===== config.mk =====
export PLATFORM = sky130hd
export DESIGN_NAME = handshake_result_sink
export DESIGN_NICKNAME = d
export VERILOG_FILES = /design/src/rtl/handshake_result_sink.sv
export SDC_FILE = /design/constraint.sdc
export NUM_CORES = 1
export LEC_CHECK = 0
export ABC_AREA = 1
export CAP_MARGIN = 20
export CORE_ASPECT_RATIO = 0.7
export CORE_MARGIN = 3
export CORE_UTILIZATION = 36
export CTS_BUF_LIST = sky130_fd_sc_hd__clkbuf_8
export DETAILED_ROUTE_END_ITERATION = 8
export GPL_TIMING_DRIVEN = 1
export PLACE_DENSITY = 0.77
export SYNTH_ARGS = -nofsm -noshare
export SYNTH_HDL_FRONTEND = slang
export SYNTH_SLANG_ARGS = --single-unit

===== constraint.sdc =====
create_clock -name clock -period 1.3 [get_ports clock]
set_input_delay 0.39 -clock clock [delete_from_list [all_inputs] [get_ports clock]]
set_output_delay 0.39 -clock clock [all_outputs]
set_load 0.02 [all_outputs]

===== src/rtl/handshake_result_sink.sv =====
// handshake_result_sink
//   Consumer end of an elastic valid/ready interface. Accepts a stream of
//   NUM_RESULTS data tokens plus one dataless control (completion) token.
//   Readiness follows a repeating STALL_PATTERN mask to model backpressure.
//   The last accepted payload is kept in result_data. done rises once every
//   expected token has been consumed.
//
//   Optional build macro: HS_SINK_PROTOCOL_CHECK_EN
//     When defined, a sticky protocol_error flag catches two producer faults:
//     a withdrawn token, or a payload that changes while it is stalled.
//     When undefined, protocol_error is tied low and no checker flops exist.
//
// Ports
//   clock           single clock, all state changes on posedge
//   reset           synchronous, active-low reset
//   in_data_valid   producer offers a data token
//   in_data_ready   sink takes a data token this cycle
//   in_data         data token payload
//   in_ctrl_valid   producer offers the control token
//   in_ctrl_ready   sink takes the control token this cycle
//   result_data     payload of the most recently accepted data token
//   result_count    number of data tokens accepted so far
//   ctrl_seen       control token has been accepted
//   done            all expected tokens consumed
//   protocol_error  sticky producer-protocol violation flag
module handshake_result_sink #(
   parameter int                     DATA_WIDTH    = 32,
   parameter int                     NUM_RESULTS   = 1,
   parameter int                     PATTERN_LEN   = 8,
   parameter logic [PATTERN_LEN-1:0] STALL_PATTERN = 8'hFF
) (
   input  logic                               clock,
   input  logic                               reset,
   input  logic                               in_data_valid,
   output logic                               in_data_ready,
   input  logic [DATA_WIDTH-1:0]              in_data,
   input  logic                               in_ctrl_valid,
   output logic                               in_ctrl_ready,
   output logic [DATA_WIDTH-1:0]              result_data,
   output logic [$clog2(NUM_RESULTS+1)-1:0]   result_count,
   output logic                               ctrl_seen,
   output logic                               done,
   output logic                               protocol_error
);

   localparam int CNT_W = $clog2(NUM_RESULTS + 1);
   localparam int PTR_W = (PATTERN_LEN > 1) ? $clog2(PATTERN_LEN) : 1;
   localparam logic [CNT_W-1:0] CNT_MAX  = CNT_W'(NUM_RESULTS);
   localparam logic [PTR_W-1:0] PTR_LAST = PTR_W'(PATTERN_LEN - 1);

   typedef enum logic [1:0] {
      S_IDLE    = 2'd0,
      S_COLLECT = 2'd1,
      S_DONE    = 2'd2
   } state_t;

   state_t           state;
   logic [PTR_W-1:0] ptr;

   logic             slot_open;
   logic             data_hs;
   logic             ctrl_hs;
   logic [CNT_W-1:0] count_next;
   logic             ctrl_next;

   // Ready is a function of state only, never of valid, so there is no
   // combinational valid->ready path through this block.
   assign slot_open     = (state == S_COLLECT) && STALL_PATTERN[ptr];
   assign in_data_ready = slot_open && (result_count < CNT_MAX);
   assign in_ctrl_ready = slot_open && !ctrl_seen;

   assign data_hs    = in_data_valid && in_data_ready;
   assign ctrl_hs    = in_ctrl_valid && in_ctrl_ready;
   assign count_next = data_hs ? result_count + 1'b1 : result_count;
   assign ctrl_next  = ctrl_seen || ctrl_hs;

   always_ff @(posedge clock) begin
      if (!reset) begin
         state        <= S_IDLE;
         ptr          <= '0;
         result_data  <= '0;
         result_count <= '0;
         ctrl_seen    <= 1'b0;
         done         <= 1'b0;
      end else begin
         case (state)
            S_IDLE: begin
               state <= S_COLLECT;
            end
            S_COLLECT: begin
               ptr <= (ptr == PTR_LAST) ? '0 : ptr + 1'b1;
               if (data_hs) begin
                  result_data <= in_data;
               end
               result_count <= count_next;
               ctrl_seen    <= ctrl_next;
               // Completion looks at the post-handshake values so done
               // appears in the cycle right after the final handshake.
               if ((count_next == CNT_MAX) && ctrl_next) begin
                  state <= S_DONE;
                  done  <= 1'b1;
               end
            end
            S_DONE: begin
               state <= S_DONE;
            end
            default: begin
               state <= S_IDLE;
            end
         endcase
      end
   end

`ifdef HS_SINK_PROTOCOL_CHECK_EN
   logic                  data_vld_p1;
   logic                  data_rdy_p1;
   logic                  ctrl_vld_p1;
   logic                  ctrl_rdy_p1;
   logic [DATA_WIDTH-1:0] data_p1;
   logic                  err_flag;
   logic                  data_stalled_p1;
   logic                  ctrl_stalled_p1;
   logic                  violation;

   // A channel counts as stalled when it offered a token last cycle that
   // was not taken; the producer must then keep it offered and unchanged.
   assign data_stalled_p1 = data_vld_p1 && !data_rdy_p1;
   assign ctrl_stalled_p1 = ctrl_vld_p1 && !ctrl_rdy_p1;
   assign violation = (data_stalled_p1 && !in_data_valid)
                   || (ctrl_stalled_p1 && !in_ctrl_valid)
                   || (data_stalled_p1 && in_data_valid && (in_data != data_p1));

   // ---- stage p1: previous-cycle channel snapshot ----
   always_ff @(posedge clock) begin
      if (!reset) begin
         data_vld_p1 <= 1'b0;
         data_rdy_p1 <= 1'b0;
         ctrl_vld_p1 <= 1'b0;
         ctrl_rdy_p1 <= 1'b0;
         err_flag    <= 1'b0;
      end else begin
         data_vld_p1 <= in_data_valid;
         data_rdy_p1 <= in_data_ready;
         ctrl_vld_p1 <= in_ctrl_valid;
         ctrl_rdy_p1 <= in_ctrl_ready;
         if (violation) begin
            err_flag <= 1'b1;
         end
      end
      data_p1 <= in_data;
   end

   assign protocol_error = err_flag;
`else
   assign protocol_error = 1'b0;
`endif

endmodule

# After elaboration in Yosys (flattened, before gate mapping)
# Memories as Yosys holds them, arrays and structs flattened. A register that Yosys moved wholly into a read port is not among the register bits.
# Index checks and enable logic that the tools add are counted.
word_totals:
  out_inout_bits: 38
  reg_bits: 40
  n_memories: 1
  word_cells: 33
  rom_bits: 8
  in_bits: 36
classes:
  n_reduce_logical: 11
  muxes: 7
  add_sub_neg: 2
  magnitude_cmp: 2
  eq_ne: 4
memory_table:
  columns: ["memory", "depth", "word_bits", "read_ports", "rd_ports_with_merged_regs", "wr", "line", "source"]
  rows:
  - ["(no name shown)", 8, 1, 1, 1, 0, "68", "assign slot_open = (state == S_COLLECT) && STALL_PATTERN[ptr];"]
op_table:
  columns: ["operator", "n"]
  rows:
  - ["$mux W3", 3]
  - ["$logic_and A1 B1 Y1", 6]
  - ["$pmux W2 S3", 1]
  - ["$lt A3 B4 Y1 const B", 1]
  - ["$reduce_and A2 Y1", 2]
  - ["$add A3 B1 Y3 const B", 1]
  - ["$eq A3 B3 Y1 const B", 1]
  - ["$eq A2 B1 Y1 const B", 1]
  - ["$eq A2 B2 Y1 const B", 1]
  - ["$logic_not A2 Y1", 1]
  - ["$mux W1", 2]
  - ["$mux W2", 1]
  - ["$ne A2 B1 Y1 const B", 1]
  - ["$add A1 B1 Y1 const B", 1]
  - ["$logic_not A1 Y1", 1]
  - ["$logic_or A1 B1 Y1", 1]
  - ["$lt A1 B1 Y1 const B", 1]

# Longest topological paths before layout
# Gate-level depths: netlist of the first run.
logic_depth:
  word_depth: 9
  depth_mapped: 9
  depth_no_buf: 8

# Least setup slack after synthesis of the first run
# OpenSTA, ideal clock, no wires.
synth_path:
  kind: "reg-to-output"
  from: "register state[1]"
  to: "output port in_ctrl_ready"
  path_buffers: 1
  required_ns: 0.910
  path_stages_with_launch: 6
  setup_slack_ns: -0.044
  arrival_time_ns: 0.954
  path_cell_list: "dfxtp_1 -> inv_1 -> ha_1 -> buf_6 -> inv_1 -> nor2_1"
synth_between:
  elab_chain_len: 3
synth_lines:
  columns: ["element", "line", "source"]
  rows:
  - ["start, declared", "57", "state_t state;"]
  - ["start signal, assigned", "79", "state <= S_IDLE;"]
  - ["start signal, assigned", "88", "state <= S_COLLECT;"]
  - ["start signal, assigned", "100", "state <= S_DONE;"]
  - ["$eq A2 B1 Y1", "68", null]
  - ["$logic_and A1 B1 Y1", "68", null]
  - ["$logic_and A1 B1 Y1", "70", "assign in_ctrl_ready = slot_open && !ctrl_seen;"]
  - ["end, declared", "38", "output logic in_ctrl_ready,"]
# Every way passes these cells.

# Worst setup path in the final report of the first run
# Same ends and word-level chain as after synthesis.

==> summary.md, run 1 <==
| Metric | Value |
|---|---|
| Skew-Pair Late Insertion Delay | 280 ps |
| Flop pwr share | 0.363 |
| Commonest non-fill, non-tap cell in the layout | nor2_1 |
| Share of cells above drive strength 1 | 0.408 |
| Maxcap violations | 0 |
| Main combinational cell family by area after synthesis | simple AND/OR/NAND/NOR gates |
| Synth Area in XOR/XNOR | 0 |
| H-tree depth | 2 |
| Hold Crit Class | reg2reg |
| Via density per instance | 4.55 |
| Mapped Nets | between 200 and 250 |
| Max Fclk | between 600 and 700 MHz |
| Top cell by count, worst path | inv_2 |
| R2R Path Start | state[1] |
| Required time of the critical path | 910 ps |
| GRT overflow | 0 |
| Cell leakage power | 1.08 nW |
| Routability cong. | 0.720 |
| Clock skew | 8.53 ps |
| Final Cycle Share | 1.11 |
| Sink Count | 37 |
| CP cell instances | inv_2 -> ha_4 -> inv_2 -> nor2_1 -> buf_4 |
| CP max stage cell | dfxtp_2 |
| CTS root buf | clkbuf_8 |
| Crit path time final | 1450 ps |
| Clock Power Share | 0.171 |
| CP peak stage delay | 320 ps |
| Starting Density | 0.389 |
| Width of the die | about 80 um |
| Total CTS buffers | 5 |
| Final hold violation count | 0 |
| Finished Layout Cells | 310 |
| Violated checks | negative setup slack |
| Top Ports | 74 |
| Pint | 0.00269 W |
| Most frequent cells in the layout | 55 x nor2_1, 34 x clkdlybuf4s50_1, 33 x dfxtp_1 |
| WL final | about 3.7 mm |
| Via count | 1412 |
| Largest net degree at the start of global routing | 36 |
| WP data arrival | approximately 1100 ps |
| Hold_buf cts | 0 |
| Power Density | 1780 nW/um^2 |
| Critical Path Sink Type | output pin |
| Instance count on the critical path | 5 |
| Area of the core | 3670 sq um |
| Syn avg cell area | 8.16 sq um |
| Port bufs | 72 |
| Setup crit end | in_ctrl_ready |
| Synth Cell Area | between 1000 and 1500 sq um |
| TritonCTS clock tree | built |
| Worst-case clock buffer depth | 2 |
| Mapped Cells | 175 |
| Worst Hold Depth | 2 |
| Inserted Diodes | 0 |
| Seq cells post-synth | 37 |
| Simple-gate portion of the synthesized area | 0.241 |
| First-pass GRT wire length | 5.62 mm |
| Num rows | 18 |
| R2R cell count | 9 |
| Switch share | 0.378 |
| Critical path origin | state[1] |
| Fin. max-slew vios | 0 |
| HPWL after DPL | 2.39 mm |
| Final setup violation count | 34 |
| Final nets | 297 |
| Vias in the first global route | 1248 |
| Top cell family by delay on the critical path | flip-flops |
| Worst Setup Path Type | reg2out |
| Cells after DPL | 294 |
| Proportion of synthesized area in mux cells | 0 |
| Critical-path maximum fanout | 2 |
| Die height | approximately 59 um |
| Initial antenna violation count | 0 |
| Critical Path Source Type | flip-flop |
| Post-route ant nets | 0 |
| Synthesis-to-layout area growth | 70.1% |
| Worst vdd ir | 1060 uV |
| TritonRoute pass-1 iters | 4 |
| Final worst setup slack | -147 ps |
| Clock-pin slew on the worst setup and hold paths | 70 ps |
| DRC | 0 |
| Combinational share of power | 0.466 |
| Register area share after synthesis | 0.518 |
| Worst reg-to-reg setup slack | -90 ps |
| Post-Synth Adder-Cell Area | 0.0175 |
| GRT Total Usage | 0.154 |
| CP bufs+invs | 3 |
| Worst reg2reg endpoint | result_data[7] |
| Routed wire per std cell | 12.0 um |
| Post-layout util | 0.662 |
| Netlist cell types | 17 |
| DR iter-0 viols | 47 |
| RSZ-0062 raised after global routing | true |
| Synth warn | 0 |
| Sw Pwr | between 0.0015 and 0.002 W |
| Outcome | finished with violations |
| Post-synthesis compound-gate area fraction | 0.130 |
| Die Footprint | 4770 sq um |
## power by group through the flow
| stage | Clock (W) | Sequential [W] | Combinational, W |
|---|---|---|---|
| after floorplan | 0 | 0.00184 | 0.000711 |
| after global placement | 0 | 0.00154 | 0.00173 |
| after detailed placement | 0 | 0.00155 | 0.00175 |
| after CTS | 0.000755 | 0.00155 | 0.00186 |
| after global routing | 0.000811 | 0.00161 | 0.00218 |
| final | 0.000739 | 0.00157 | 0.00202 |
## final cells by class
class                      instances  area, sq um
tap                               50         62.6
inverter                           8         42.5
clock buffer                       5         68.8
fill                             320         1240
sequential                        37          746
clock inverter                     3         13.8
timing repair inverter             1         8.76
timing repair buffer              87          801
multi-input combinational        119          687
## timing repair
item | 4_1_cts | 5_1_grt
setup buffers | 3 | 3
gates resized for setup | 134 | 71
endpoints found under the setup margin | 69 | 57
pin swaps | 5 | 24
cloned | 2 | 1
endpoints found under the hold margin | 0 | 0
## synth_stat cells, drive strengths merged
master	count	area [sq um]
a21oi	5	25.0
buf	8	86.3
clkbuf	3	11.3
conb	1	3.75
dfxtp	37	741
ha	2	25.0
inv	8	32.5
nand2	7	33.8
nand3	3	15.0
nor2	69	295
o21ai	32	160
## worst register-to-register path, stage by stage (launching register included)
cell	delay, ps
dfxtp_2	320
inv_2	70
ha_4	130
buf_6	130
nand2_8	70
nor2_8	140
buf_12	160
clkbuf_16	150
o21ai_1	60
nor2_1	100
## cell families (layout without fill, tap and decap cells)
kind of cell,after synthesis,in the layout
and+or+nand+nor,79,79
AOI/OAI and AO/OA,37,37
DFF,37,37
buffers and inverters,19,104
adders and majority gates,2,2
other,1,1
## per-stage QoR
step           setup WS (ps)  hold slack [ps]  power (W)  TNS (ps)  area (sq um)
3_5_place_dp            -365              442    0.00329    -10670          2200
4_1_cts                 -182              453    0.00416     -3950          2410
6_report                -147              448    0.00433     -2100          2430
3_3_place_gp            -302              439    0.00327    -10260          2200
2_1_floorplan          -44.2              518    0.00255     -88.4          1430
5_1_grt                 -201              481    0.00460     -4720          2430
## how the worst min path moves through the flow
stage                     from             end  slack, ps
global placement          done            done        440
global route              done            done        480
floorplan           in_data[4]  result_data[4]        520
finish                    done            done        450
CTS                       done            done        450
detailed placement        done            done        440
## routing by layer
layer,global-route usage,share of wire,up-vias,wire [um]
met5,0,0,-,0
met4,0.0506,0.0067,0,25
met3,0.0688,0.072,5,269
met2,0.226,0.43,48,1590
met1,0.201,0.49,631,1840
li1,-,-,728,-
## sequential cells by signal, indices dropped and copies added, names as in the netlist
register      count
result_count      1
result_data      32
ctrl_seen         1
state             2
done              1
(Power assumes the default switching activity.)
==> run 2: changes to the inputs <==
- TNS_END_PERCENT: unset -> 5
==> summary.md, run 2 (synthesis gave the netlist of run 1 again) <==
| Metric | Value |
|---|---|
| Outcome | finished with violations |
| Violated checks | negative setup slack |
| Finished Layout Cells | 304 (-1.9%) |
| GRT Total Usage | 0.149 (-0.00487) |
| Final Cycle Share | 1.11 (-0.00122) |
| Final nets | 291 (-2.0%) |
| Crit path time final | 1450 ps (-1.58 ps) |
| Critical Path Sink Type | output pin |
| Routed wire per std cell | 11.1 um (-7.4%) |
| Top Ports | 74 (unchanged) |
| Clock Power Share | 0.187 (+0.016) |
| Combinational share of power | 0.422 (-0.044) |
| Top cell by count, worst path | inv_2 |
| Share of cells above drive strength 1 | 0.287 (-0.120) |
| Power Density | 1770 nW/um^2 (-0.83%) |
| Max Fclk | 692 MHz (+0.11%) |
| Worst Setup Path Type | reg2out |
| Port bufs | 72 (unchanged) |
| Sink Count | 37 (unchanged) |
| Largest net degree at the start of global routing | 36 (unchanged) |
| Pint | 0.00248 W (-7.8%) |
| DRC | 0 (unchanged) |
| Die height | 58.7 um (unchanged) |
| DR iter-0 viols | 94 (+100%) |
| Vias in the first global route | 1220 (-2.2%) |
| Inserted Diodes | 0 (unchanged) |
| CTS root buf | clkbuf_8 |
| CP cell instances | inv_2 -> ha_4 -> inv_2 -> nor2_1 -> buf_4 |
| Initial antenna violation count | 0 (unchanged) |
| Width of the die | 81.3 um (unchanged) |
| Switch share | 0.370 (-0.00795) |
| Flop pwr share | 0.391 (+0.028) |
| Starting Density | 0.389 (unchanged) |
| Worst vdd ir | 1000 uV (-5.3%) |
| DRT met1 WL | 1.66 mm (-9.8%) |
| Clock skew | 7.73 ps (-0.802 ps) |
| Largest Register | result_data |
| RSZ-0062 raised after global routing | true |
| Sw Pwr | 0.00146 W (-11%) |
| WL met3 | 300 um (+12%) |
| WP data arrival | 1060 ps (about the same) |
| Routability cong. | 0.720 (unchanged) |
| Final hold violation count | 0 (unchanged) |
| H-tree depth | 2 (unchanged) |
| Die Footprint | 4770 sq um (unchanged) |
| Worst-case clock buffer depth | 2 (unchanged) |
| Synthesis-to-layout area growth | 56.0% |
| Final setup violation count | 36 (+5.9%) |
| Maxcap violations | 0 (unchanged) |
| DP Area | 2200 sq um (unchanged) |
| Critical-path maximum fanout | 2 (unchanged) |
| Top sig layer | met4 |
| First-pass GRT wire length | 5.47 mm (-2.6%) |
| TritonRoute pass-1 iters | 4 (unchanged) |
| Required time of the critical path | 910 ps (about the same) |
| Cell leakage power | 1.03 nW (-4.4%) |
| TritonCTS clock tree | built |
| Cells after DPL | 294 (unchanged) |
| Fin. max-slew vios | 0 (unchanged) |
| Largest regs | result_data x32, state x2 |
| CP max stage cell | dfxtp_2 |
| WL final | 3.39 mm (-9.1%) |
| Max FFs per register | 32 (unchanged) |
| Final worst setup slack | -146 ps (+1.58 ps) |
| HPWL after DPL | 2.39 mm (unchanged) |
| Detail Route met2 WL | 1.40 mm (-12%) |
| Num rows | 18 (unchanged) |
| Commonest non-fill, non-tap cell in the layout | nor2_1 |
| Pre-CTS WS | -365 ps (unchanged) |
| GRT overflow | 0 (unchanged) |
| Clock-pin slew on the worst setup and hold paths | 70 ps (about the same) |
| Critical Path Source Type | flip-flop |
| Via count | 1338 (-5.2%) |
| Post-route cell area | 2230 sq um (-8.2%) |
| Total CTS buffers | 5 (unchanged) |
| Most frequent cells in the layout | 59 x nor2_1, 35 x clkdlybuf4s50_1, 34 x dfxtp_1 |
| Via density per instance | 4.40 (-3.4%) |
| Post-route ant nets | 0 (unchanged) |
| CP peak stage delay | 320 ps (about the same) |
| Skew-Pair Late Insertion Delay | 280 ps (about the same) |
| Hold Crit Class | reg2reg |
| Area of the core | 3670 sq um (unchanged) |
-- run 2: changes by cell type in the layout (fill, tap and decap cells not counted), sizes merged --
cell,previous run,this run
buf,43,34
clkdlybuf4s15,7,12
clkbuf,7,6
clkdlybuf4s50,34,35
dlymetal6s2s,1,0
inv,10,9
-- run 2: layer usage --
| metal | vias to the layer above | global-route usage |
|---|---|---|
| li1 | 706 | - |
| met1 | 581 | 0.197 |
| met2 | 46 | 0.216 |
| met3 | 5 | 0.0657 |
| met4 | 0 | 0.0506 |
| met5 | - | 0 |
-- run 2: repair_timing --
action                                  in CTS  in global routing
endpoints found under the setup margin      69                 57
setup buffers                                2                  0
pin swaps                                    3                  3
gates cloned                                 0                  0
hold endpoints to repair                     0                  0
gates resized for setup                    133                 22
hold buffers                                 0                  0
-- run 2: through the flow --
stage          hold WS, ps  total power [W]  utilization  setup TNS (ps)
2_1_floorplan          518          0.00255            -           -88.4
3_3_place_gp           439          0.00327        0.599          -10260
3_5_place_dp           442          0.00329        0.599          -10670
4_1_cts                453          0.00407        0.642           -2500
5_1_grt                480          0.00423        0.607           -5430
6_report               448          0.00394        0.607           -1870
-- run 2: layout make-up --
cell class              count  area [sq um]
repair buffers             82           727
multi-input cells         119           576
inverters                   8          37.5
well taps                  50          62.6
clock buffers               5          68.8
fillers                   348          1440
clock inverters             3          13.8
flip-flops and latches     37           744
-- run 2: power groups by stage --
stage / Clock [W] / Combinational (W) / Sequential [W]
after floorplan: 0 / 0.000711 / 0.00184
final: 0.000737 / 0.00166 / 0.00154
after detailed placement: 0 / 0.00175 / 0.00155
after global placement: 0 / 0.00173 / 0.00154
after global routing: 0.000814 / 0.00183 / 0.00158
after CTS: 0.000755 / 0.00177 / 0.00155
-- run 2: path summary, 6_finish.rpt --
kind	from	to	slack, ps	cells after the start
worst max-delay path	state[1]	in_ctrl_ready	-150	5
worst min-delay path	done	done	450	2
worst max register to register	state[1]	result_data[29]	-70	9
worst min register to register	done	done	450	2
-- run 2: critical path, delay by kind of cell, from the launching register on --
kind / cells / cell delay, ps
fa+ha+maj: 1 / 130
buf+inv: 3 / 240
flops: 1 / 320
simple gates: 1 / 80
==> run 3: changes to the inputs <==
- CAP_MARGIN: 20 -> unset
- MAX_ROUTING_LAYER: unset -> met4
==> summary.md, run 3 (synthesis gave the netlist of run 1 again) <==
| Metric | Value |
|---|---|
| HPWL after DPL | 2.39 mm (unchanged) |
| Violated checks | negative setup slack |
| Critical-path maximum fanout | 2 (unchanged) |
| Pint | 0.00248 W (unchanged) |
| CTS root buf | clkbuf_8 |
| Fin. max-slew vios | 0 (unchanged) |
| Largest Register | result_data |
| CP bufs+invs | 3 (unchanged) |
| Die height | 58.7 um (unchanged) |
| Via density per instance | 4.40 (about the same) |
| Worst Setup Path Type | reg2out |
| First-pass GRT wire length | 5.48 mm (+0.13%) |
| TritonCTS clock tree | built |
| H-tree depth | 2 (unchanged) |
| Area of the core | 3670 sq um (unchanged) |
| Critical Path Source Type | flip-flop |
| Post-route cell area | 2230 sq um (unchanged) |
| Instance count on the critical path | 5 (unchanged) |
| Post-route ant nets | 0 (unchanged) |
| Width of the die | 81.3 um (unchanged) |
| Skew-Pair Late Insertion Delay | 280 ps (about the same) |
| DP Area | 2200 sq um (unchanged) |
| CP cell instances | inv_2 -> ha_4 -> inv_2 -> nor2_1 -> buf_4 |
| Final worst setup slack | -146 ps (-0.566 ps) |
| Max FFs per register | 32 (unchanged) |
| WP data arrival | 1060 ps (about the same) |
| Via count | 1337 (-0.075%) |
| Cell leakage power | 1.03 nW (unchanged) |
| Final setup violation count | 36 (unchanged) |
| Worst-case clock buffer depth | 2 (unchanged) |
| Largest regs | result_data x32, state x2 |
| Routed wire per std cell | 11.1 um (unchanged) |
| Port bufs | 72 (unchanged) |
| Worst Hold Depth | 2 (unchanged) |
| Outcome | finished with violations |
| GRT overflow | 0 (unchanged) |
| FILL cells | 348 (unchanged) |
| Total CTS buffers | 5 (unchanged) |
| Vias in the first global route | 1219 (-0.082%) |
| Clock Power Share | 0.187 (about the same) |
| Synthesis-to-layout area growth | 56.0% (unchanged) |
| Starting Density | 0.389 (unchanged) |
| Inserted Diodes | 0 (unchanged) |
| Post-layout util | 0.607 (unchanged) |
| R2R cell count | 9 (unchanged) |
| Critical Path Sink Type | output pin |
| Hold_buf cts | 0 (unchanged) |
| Sink Count | 37 (unchanged) |
| CP peak stage delay | 320 ps (about the same) |
| Flop pwr share | 0.391 (about the same) |
| Maxcap violations | 0 (unchanged) |
| Switch share | 0.370 (about the same) |
| Most frequent cells in the layout | 59 x nor2_1, 35 x clkdlybuf4s50_1, 34 x dfxtp_1 |
| DRC | 0 (unchanged) |
| GRT Total Usage | 0.153 (+0.00448) |
| Hold Crit Class | reg2reg |
| TritonRoute pass-1 iters | 4 (unchanged) |
| Max Fclk | 691 MHz (about the same) |
| Top cell by count, worst path | inv_2 |
| Clock-pin slew on the worst setup and hold paths | 70 ps (about the same) |
| Die Footprint | 4770 sq um (unchanged) |
| Area occupied by multi-input gates | 576 sq um (unchanged) |
| Final nets | 291 (unchanged) |
| Largest net degree at the start of global routing | 36 (unchanged) |
| RSZ-0062 raised after global routing | true |
| Num rows | 18 (unchanged) |
| Final Cycle Share | 1.11 (about the same) |
| Share of cells above drive strength 1 | 0.287 (unchanged) |
| DR iter-0 viols | 89 (-5.3%) |
| Final hold violation count | 0 (unchanged) |
| Crit path time final | 1450 ps (+0.566 ps) |
| Required time of the critical path | 910 ps (about the same) |
| Worst vdd ir | 1000 uV (about the same) |
| Sw Pwr | 0.00146 W (about the same) |
| Power Density | 1770 nW/um^2 (about the same) |
| WL final | 3.39 mm (unchanged) |
| Routability cong. | 0.729 (+1.2%) |
| Initial antenna violation count | 0 (unchanged) |
| Clock skew | 7.78 ps (+0.0515 ps) |
| Combinational share of power | 0.422 (about the same) |
| Commonest non-fill, non-tap cell in the layout | nor2_1 |
| CP max stage cell | dfxtp_2 |
| Sequential cell area | 744 sq um (unchanged) |
| Top cell family by delay on the critical path | flip-flops |
| Top Ports | 74 (unchanged) |
==> run 3: cell counts in the layout (fill, tap and decap cells not counted) <==
Identical to the previous run, type by type.
==> run 3: stage by stage <==
stage | setup WS (ps) | power (W) | setup TNS, ps | hold slack [ps] | std cells
2_1_floorplan | -44.2 | 0.00255 | -88.4 | 518 | 175
3_3_place_gp | -302 | 0.00327 | -10260 | 439 | 294
3_5_place_dp | -365 | 0.00329 | -10670 | 442 | 294
4_1_cts | -182 | 0.00407 | -2500 | 453 | 304
5_1_grt | -199 | 0.00423 | -5430 | 480 | 304
6_report | -146 | 0.00394 | -1860 | 448 | 304
==> run 3: power groups by stage <==
stage | registers (W) | logic (W) | clock network (W)
floorplan | 0.00184 | 0.000711 | 0
global placement | 0.00154 | 0.00173 | 0
detailed placement | 0.00155 | 0.00175 | 0
CTS | 0.00155 | 0.00177 | 0.000755
global route | 0.00158 | 0.00183 | 0.000814
finish | 0.00154 | 0.00166 | 0.000738
==> run 3: cell type report <==
| class | count | area share |
|---|---|---|
| flip-flops and latches | 37 | 0.334 |
| repair buffers | 82 | 0.326 |
| multi-input cells | 119 | 0.258 |
| clock buffers | 5 | 0.0309 |
| well taps | 50 | 0.0281 |
| inverters | 8 | 0.0168 |
| clock inverters | 3 | 0.00617 |
==> run 3: worst paths after layout <==
check / start / to / slack [ps]
max: state[1] / in_ctrl_ready / -150
min reg2reg: done / done / 450
max reg2reg: state[1] / result_data[29] / -70
min: done / done / 450
==> run 3: metal layers <==
layer	track usage	part of all wire	wire [um]	vias up
li1	-	-	-	706
met1	0.202	0.49	1650	580
met2	0.216	0.41	1400	46
met3	0.0581	0.088	299	5
met4	0.0506	0.010	35	0
met5	-	0	0	-
==> run 3: worst register-to-register path, cell delays in order (launching register included) <==
cell,delay [ps]
dfxtp_2,320
inv_2,70
ha_4,130
buf_4,100
buf_6,110
nand2_4,70
nor2_8,160
inv_8,120
nor2_1,120
nor2_1,50
==> run 3: timing repair <==
action                                  in CTS  in global routing
endpoints found under the setup margin      69                 57
buffers inserted                             2                  0
resized for setup                          133                 22
pin swaps                                    3                  3
hold endpoints to repair                     0                  0
